==> src/rtl/boot_loader_ctrl.sv <==
// Boot sequencer for the RISC-V core: loads firmware halfwords into program RAM while the
// CPU is held in reset, then releases the CPU and hands it the RAM port.
module boot_loader_ctrl #(
  parameter int ADDR_W       = 12,
  parameter int RESET_CYCLES = 4
) (
  input  logic              clk,
  input  logic              reset,
  input  logic              i_firm_wr,
  input  logic [15:0]       i_firm_data,
  output logic              o_firm_ack,
  input  logic              i_cpu_start,
  output logic              o_cpu_start_ack,
  output logic              o_cpu_reset,
  input  logic              i_cpu_mem_req,
  input  logic              i_cpu_mem_we,
  input  logic [ADDR_W-1:0] i_cpu_mem_addr,
  input  logic [31:0]       i_cpu_mem_wdata,
  input  logic [3:0]        i_cpu_mem_wmask,
  output logic [31:0]       o_cpu_mem_rdata,
  output logic              o_cpu_mem_ready,
  output logic [ADDR_W-1:0] o_ram_addr,
  output logic [31:0]       o_ram_wdata,
  output logic [3:0]        o_ram_wmask,
  output logic              o_ram_we,
  input  logic [31:0]       i_ram_rdata,
  output logic [ADDR_W:0]   o_load_count,
  output logic              o_load_overflow,
  output logic [1:0]        o_dbg_state
);

  localparam int CNT_W = (RESET_CYCLES > 1) ? $clog2(RESET_CYCLES) : 1;

  typedef enum logic [1:0] {
    S_LOAD    = 2'd0,
    S_RELEASE = 2'd1,
    S_RUN     = 2'd2
  } state_t;

  state_t             r_state;
  state_t             w_state_nxt;
  logic [ADDR_W:0]    r_ptr;
  logic [ADDR_W:0]    r_count;
  logic               r_overflow;
  logic               r_firm_ack;
  logic               r_start_ack;
  logic               r_mem_ready;
  logic [CNT_W-1:0]   r_rel_cnt;

  logic               w_fw_accept;
  logic               w_start_load;
  logic               w_start_run;
  logic               w_start_accept;
  logic               w_run_to_load;

  // Handshakes: the bridge holds firm_wr / cpu_start until it sees the matching one-cycle
  // ack; a request is taken only while its ack is low, so the ack cycle never re-accepts.
  always_comb begin
    w_fw_accept    = (r_state == S_LOAD) && i_firm_wr && !r_firm_ack && !reset;
    w_start_load   = (r_state == S_LOAD) && i_cpu_start && !i_firm_wr && !r_firm_ack
                     && !r_start_ack;
    w_run_to_load  = (r_state == S_RUN) && i_firm_wr;
    w_start_run    = (r_state == S_RUN) && i_cpu_start && !i_firm_wr && !r_start_ack;
    w_start_accept = w_start_load || w_start_run;
  end

  always_comb begin
    w_state_nxt = r_state;
    case (r_state)
      S_LOAD: begin
        if (w_start_load) w_state_nxt = S_RELEASE;
      end
      S_RELEASE: begin
        if (r_rel_cnt == '0) w_state_nxt = S_RUN;
      end
      S_RUN: begin
        if (w_run_to_load)    w_state_nxt = S_LOAD;
        else if (w_start_run) w_state_nxt = S_RELEASE;
      end
      default: w_state_nxt = S_LOAD;
    endcase
  end

  // RAM port mux: loader owns it in LOAD, CPU owns it in RUN, idle otherwise.
  always_comb begin
    o_ram_we    = 1'b0;
    o_ram_addr  = '0;
    o_ram_wdata = '0;
    o_ram_wmask = '0;
    if (w_fw_accept) begin
      o_ram_we    = 1'b1;
      o_ram_addr  = r_ptr[ADDR_W:1];
      o_ram_wdata = {i_firm_data, i_firm_data};
      o_ram_wmask = r_ptr[0] ? 4'b1100 : 4'b0011;
    end else if ((r_state == S_RUN) && !reset) begin
      o_ram_we    = i_cpu_mem_req && i_cpu_mem_we;
      o_ram_addr  = i_cpu_mem_addr;
      o_ram_wdata = i_cpu_mem_wdata;
      o_ram_wmask = i_cpu_mem_wmask;
    end
  end

  always_ff @(posedge clk) begin
    if (reset) begin
      r_state     <= S_LOAD;
      r_ptr       <= '0;
      r_count     <= '0;
      r_overflow  <= 1'b0;
      r_firm_ack  <= 1'b0;
      r_start_ack <= 1'b0;
      r_mem_ready <= 1'b0;
      r_rel_cnt   <= '0;
    end else begin
      r_state     <= w_state_nxt;
      r_firm_ack  <= w_fw_accept;
      r_start_ack <= w_start_accept;
      // An access issued in the cycle the CPU loses the port never completes.
      r_mem_ready <= (r_state == S_RUN) && i_cpu_mem_req && (w_state_nxt == S_RUN);
      if (w_run_to_load) begin
        r_ptr      <= '0;
        r_count    <= '0;
        r_overflow <= 1'b0;
      end else if (w_fw_accept) begin
        r_ptr   <= r_ptr + (ADDR_W+1)'(1);
        r_count <= r_count + (ADDR_W+1)'(1);
        if (&r_ptr) r_overflow <= 1'b1;
      end
      if (w_start_accept) begin
        r_rel_cnt <= CNT_W'(RESET_CYCLES - 1);
      end else if ((r_state == S_RELEASE) && (r_rel_cnt != '0)) begin
        r_rel_cnt <= r_rel_cnt - CNT_W'(1);
      end
    end
  end

  assign o_firm_ack      = r_firm_ack;
  assign o_cpu_start_ack = r_start_ack;
  assign o_cpu_reset     = (r_state != S_RUN);
  assign o_cpu_mem_ready = r_mem_ready;
  assign o_cpu_mem_rdata = i_ram_rdata;
  assign o_load_count    = r_count;
  assign o_load_overflow = r_overflow;
  assign o_dbg_state     = r_state;

endmodule

==> config.mk <==
export PLATFORM = sky130hd
export DESIGN_NAME = boot_loader_ctrl
export DESIGN_NICKNAME = d
export VERILOG_FILES = /design/src/rtl/boot_loader_ctrl.sv
export SDC_FILE = /design/constraint.sdc
export NUM_CORES = 1
export LEC_CHECK = 0
export ABC_AREA = 1
export CAP_MARGIN = 20
export CORE_ASPECT_RATIO = 1.5
export CORE_MARGIN = 3
export CORE_UTILIZATION = 34
export DETAILED_ROUTE_END_ITERATION = 8
export PLACE_DENSITY = 0.82
export SKIP_CTS_REPAIR_TIMING = 1
export SLEW_MARGIN = 25
export SYNTH_ARGS = -nofsm -noshare
export SYNTH_HDL_FRONTEND = slang
export SYNTH_SLANG_ARGS = --single-unit
export TNS_END_PERCENT = 10
==> constraint.sdc <==
create_clock -name clk -period 1.8 [get_ports clk]
set_input_delay 0.27 -clock clk [delete_from_list [all_inputs] [get_ports clk]]
set_output_delay 0.27 -clock clk [all_outputs]
set_load 0.03 [all_outputs]
# After elaboration in Yosys (flattened, before gate mapping)

Index checks and enable logic that the tools add are counted.

Bits in registers: 34

$add $sub $neg: 3
Equality and inequality tests: 4
Muxes and demuxes: 16
Reductions and logical operators: 27

Operators by type and width:

| operator              | number |
|---|---|
| $mux 32               | 2 |
| $add 13x1->13 const B | 2 |
| $mux 12               | 2 |
| $logic_and 1x1->1     | 16 |
| $reduce_and 14->1     | 1 |
| $mux 2                | 6 |
| $mux 4                | 3 |
| $pmux 2 s3            | 1 |
| $eq 2x2->1 const B    | 2 |
| $logic_not 1->1       | 4 |
| $logic_not 2->1       | 2 |
| $reduce_bool 2->1     | 2 |
| $eq 2x1->1 const B    | 1 |
| $mux 1                | 2 |
| $ne 2x2->1 const B    | 1 |
| $reduce_or 2->1       | 1 |
| $sub 2x1->2 const B   | 1 |
| $logic_or 1x1->1      | 1 |

# Longest topological paths before layout

Depth after elaboration: 9
Mapped depth: 9

# Worst setup path after synthesis

OpenSTA, ideal clock, no wires.

Kind: reg-to-output
From: register r_state[1], in the netlist o_dbg_state[1]
To: output o_ram_we
Cell stages (with the launch flop): 5
Slack: -156 ps
Data arrival time: 1686 ps
Cell sequence: dfxtp_1 -> nand2_2 -> inv_2 -> nand2_2 -> o21ai_0

Cells in the longest elaborated chain, start to end: 5
Elaborated cells on any way between the ends: 8
Those cells by class: 1 x eq/ne; 2 x mux; 5 x reduce/logical

RTL lines:

| item                           | RTL line | source |
|---|---|---|
| start: declaration             | 40       | `state_t r_state;` |
| start signal: assignment       | 114      | `r_state <= w_state_nxt;` |
| $logic_not 2->1                | 59       | `w_fw_accept = (r_state == S_LOAD) && i_firm_wr && !r_firm_ack && !reset;` |
| $logic_and 1x1->1 (3 in a row) | 59       |  |
| $mux 1 *                       | 90       | `if (w_fw_accept) begin` |
| end: declaration               | 25       | `output logic o_ram_we,` |

Every way passes the cells marked *; elsewhere a longest branch is shown, timed or not.

# Worst setup path after layout

From: register r_state[0], in the netlist o_dbg_state[0]
To: output o_ram_wmask[0]

Cells in the longest elaborated chain, start to end: 5
Elaborated cells on any way between the ends: 8
Those cells by class: 1 x eq/ne; 2 x mux; 5 x reduce/logical

RTL lines:

| item                           | RTL line | source |
|---|---|---|
| $logic_not 2->1                | 59       |  |
| $logic_and 1x1->1 (3 in a row) | 59       |  |
| $mux 4 *                       | 90       |  |
| end: declaration               | 24       | `output logic [3:0] o_ram_wmask,` |

Marked as above.

==> results_dict.tcl <==
set metrics [dict create \
    status "complete, but fails checks" \
    violations "negative setup slack" \
    clkPwrFrac_pct 27.4 \
    relSlewSlack_pct 74.87 \
    worstMarginPinSlew_ns 0.3755 \
    drc 0 \
    insertion_delay_ns 0.29 \
    vias 3328 \
    critPathKind "reg -> out" \
    dp_hpwl_mm 7.839 \
    hold_class "in -> reg" \
    fin_crit_ns 1.842 \
    final_max_slew_viol_count 0 \
    cts_sinks 34 \
    grt_pass1_vias 3019 \
    clkTransAtPathRegs_ns 0.07 \
    max_stage_delay_ns 0.36 \
    drt-vias-per-instance 4.975 \
    finalWirelength_mm 11.21 \
    cts-root-buf "clkbuf_8" \
    finalSetupViolations 23 \
    drive_gt1_share_pct 28.65 \
    finish.utilization_pct 63.16 \
    cts_tree "yes" \
    io_pins 203 \
    p_int_mw 1.480 \
    die_area_mm2 0.008821 \
    final_common_cell "nand2_1" \
    antennaDiodeCount 0 \
    die_w_um 77.69 \
    rsz0062_at_grt "true" \
    htreeDepth 2 \
    p_sw_mw 0.7214 \
    synth.ff_latch_count 34 \
    syn-num-nets 537 \
    drt_iter0_drc 188 \
    fmax_mhz 542.8 \
    layout_common_cells "nand2_1, clkdlybuf4s50_1, inv_1, nor2_1, buf_6" \
    grt_pass1_wl_mm 15.19 \
    finalNetCount 673 \
    core-area_mm2 0.007370 \
    start_util_pct 35.57 \
    seq_power_share_pct 35.5 \
    syn2layout_area_growth_pct 77.57 \
    post-place-ws_ns -0.2918 \
    first_pass_iters 4 \
    fillers 635 \
    grt.total_usage_pct 21.80 \
    p_comb_share_pct 37.1 \
    portBuffers 138 \
    ant_nets 0 \
    wl_per_cell_um 16.76 \
    overflow 0 \
    critPathArrivalTime_ns 1.57 \
    cpMostUsedCell "buf_6" \
    path_max_fanout 6 \
    grt_max_degree 31 \
    required_ns 1.53 \
    syn_inst 432 \
    cts_max_path_buffers 2 \
    cellPowerDensity_mw_per_mm2 473.0 \
    synth_warnings 0 \
    start_kind "flip-flop" \
    reg2reg_slack_ns 0.15 \
    synth.distinct_cells 28 \
    fin_worst_skew_ns 0.003415 \
    num_rows 38 \
    path_buf_inv 2 \
    synth_area_per_cell_um2 6.068 \
    end_kind "primary output" \
    critPathTopFamily "simple AND/OR/NAND/NOR gates" \
    antenna_found_initial 0 \
    place.gp.congestion 0.9158 \
    worst_slack_ns -0.04246 \
    fin_crit_sh_pct 102.4 \
    die_h_um 113.5 \
    cap_viol_max_count 0 \
    sw_frac_of_total_pct 32.77 \
    leakagePower_nw 2.012 \
    path_cells "nor2_4 > nand3_4 > buf_6 > o21ai_2 > buf_6" \
    ys_seq_area_share_pct 25.97 \
    cts_buffers 5 \
    vdd_ir_drop_max_mv 0.4876 \
    syn_area_mm2 0.002621 \
    cp_slowest_cell "dfxtp_4" \
    hold_viol_final 0 \
]
## cells in the mapped netlist
library cell | count | area [um2]
nand2_1 | 125 | 469.2
inv_1 | 58 | 217.7
nor2_1 | 45 | 168.9
o21ai_0 | 44 | 220.2
buf_4 | 34 | 255.2
dfxtp_1 | 34 | 680.7
nand3_1 | 30 | 150.1
a21oi_1 | 14 | 70.07
nor3_1 | 6 | 30.03
buf_2 | 4 | 20.02
buf_6 | 4 | 45.04
clkbuf_1 | 4 | 15.01
inv_2 | 4 | 15.01
nor2_4 | 4 | 45.04
ha_1 | 3 | 37.54
nand2_2 | 3 | 18.77
nand4_1 | 3 | 18.77
a22o_1 | 2 | 17.52
nor2_2 | 2 | 12.51
a21oi_2 | 1 | 8.760
a31oi_1 | 1 | 6.260
a32oi_1 | 1 | 8.760
buf_8 | 1 | 15.01
nand2_4 | 1 | 11.26
nand3_2 | 1 | 10.01
nand3_4 | 1 | 17.52
nor2_8 | 1 | 20.02
o21ai_4 | 1 | 16.27
## per-layer routing
layer,GRT usage (%),part of all wire (%),vias up
met3,6.161,7.6,60
met1,24.43,37,1527
met2,36.27,50,144
li1,-,-,1597
met5,0,0,-
met4,13.30,5.3,0
## cell type report
cell class | instances | area, um2 | share of cell area, %
Timing Repair Buffer | 173 | 1889 | 40.59
Multi-Input combinational cell | 291 | 1609 | 34.57
Sequential cell | 34 | 688.2 | 14.78
Inverter | 62 | 245.2 | 5.269
Tap cell | 100 | 125.1 | 2.688
Clock buffer | 7 | 86.33 | 1.855
Timing Repair inverter | 1 | 6.256 | 0.1344
Clock inverter | 1 | 5.005 | 0.1075
## metrics by stage
step           std cells  hold slack (ns)  power, mW  instance area, um2  TNS [ns]
2_1_floorplan        432           0.3317      1.223                2624   -0.6503
3_3_place_gp         648           0.4534      1.453                3983    -6.895
3_5_place_dp         648           0.4553      1.457                3983    -8.923
4_1_cts              656           0.4666      2.057                4074    -8.362
5_1_grt              669           0.3438      2.287                4654    -2.957
6_report             669           0.3241      2.201                4654   -0.3582
## flip-flops by register name (all words and copies together) (netlist names)
| name | count |
|---|---|
| o_cpu_mem_ready | 1 |
| o_dbg_state | 2 |
| o_firm_ack | 1 |
| o_load_overflow | 1 |
| r_rel_cnt | 2 |
| o_cpu_start_ack | 1 |
| r_ptr | 13 |
| o_load_count | 13 |
## final timing paths
path	from	end	depth (start not counted)
setup / recovery	o_dbg_state[0]	o_ram_wmask[0]	5
hold / removal	reset	o_dbg_state[1]	2
setup reg to reg	o_dbg_state[0]	r_ptr[9]	9
hold reg to reg	o_load_overflow	o_load_overflow	2
## power groups by stage
stage	Sequential, mW	Clock, mW	Combinational, mW
2_1_floorplan	0.811	0	0.412
3_3_place_gp	0.798	0	0.655
3_5_place_dp	0.798	0	0.658
4_1_cts	0.781	0.613	0.664
5_1_grt	0.782	0.643	0.862
6_report	0.781	0.603	0.818
## cells by family (layout without fill, tap and decap cells)
group | after synthesis | in the layout | synth area share, %
AND/OR/NAND/NOR | 222 | 224 | 37.09
buffers and inverters | 109 | 244 | 22.24
AO/OA/AOI/OAI | 64 | 64 | 13.27
adder cells (fa/ha/maj) | 3 | 3 | 1.432
flip-flops | 34 | 34 | 25.97
No activity file was read; power rests on OpenSTA's default activity.
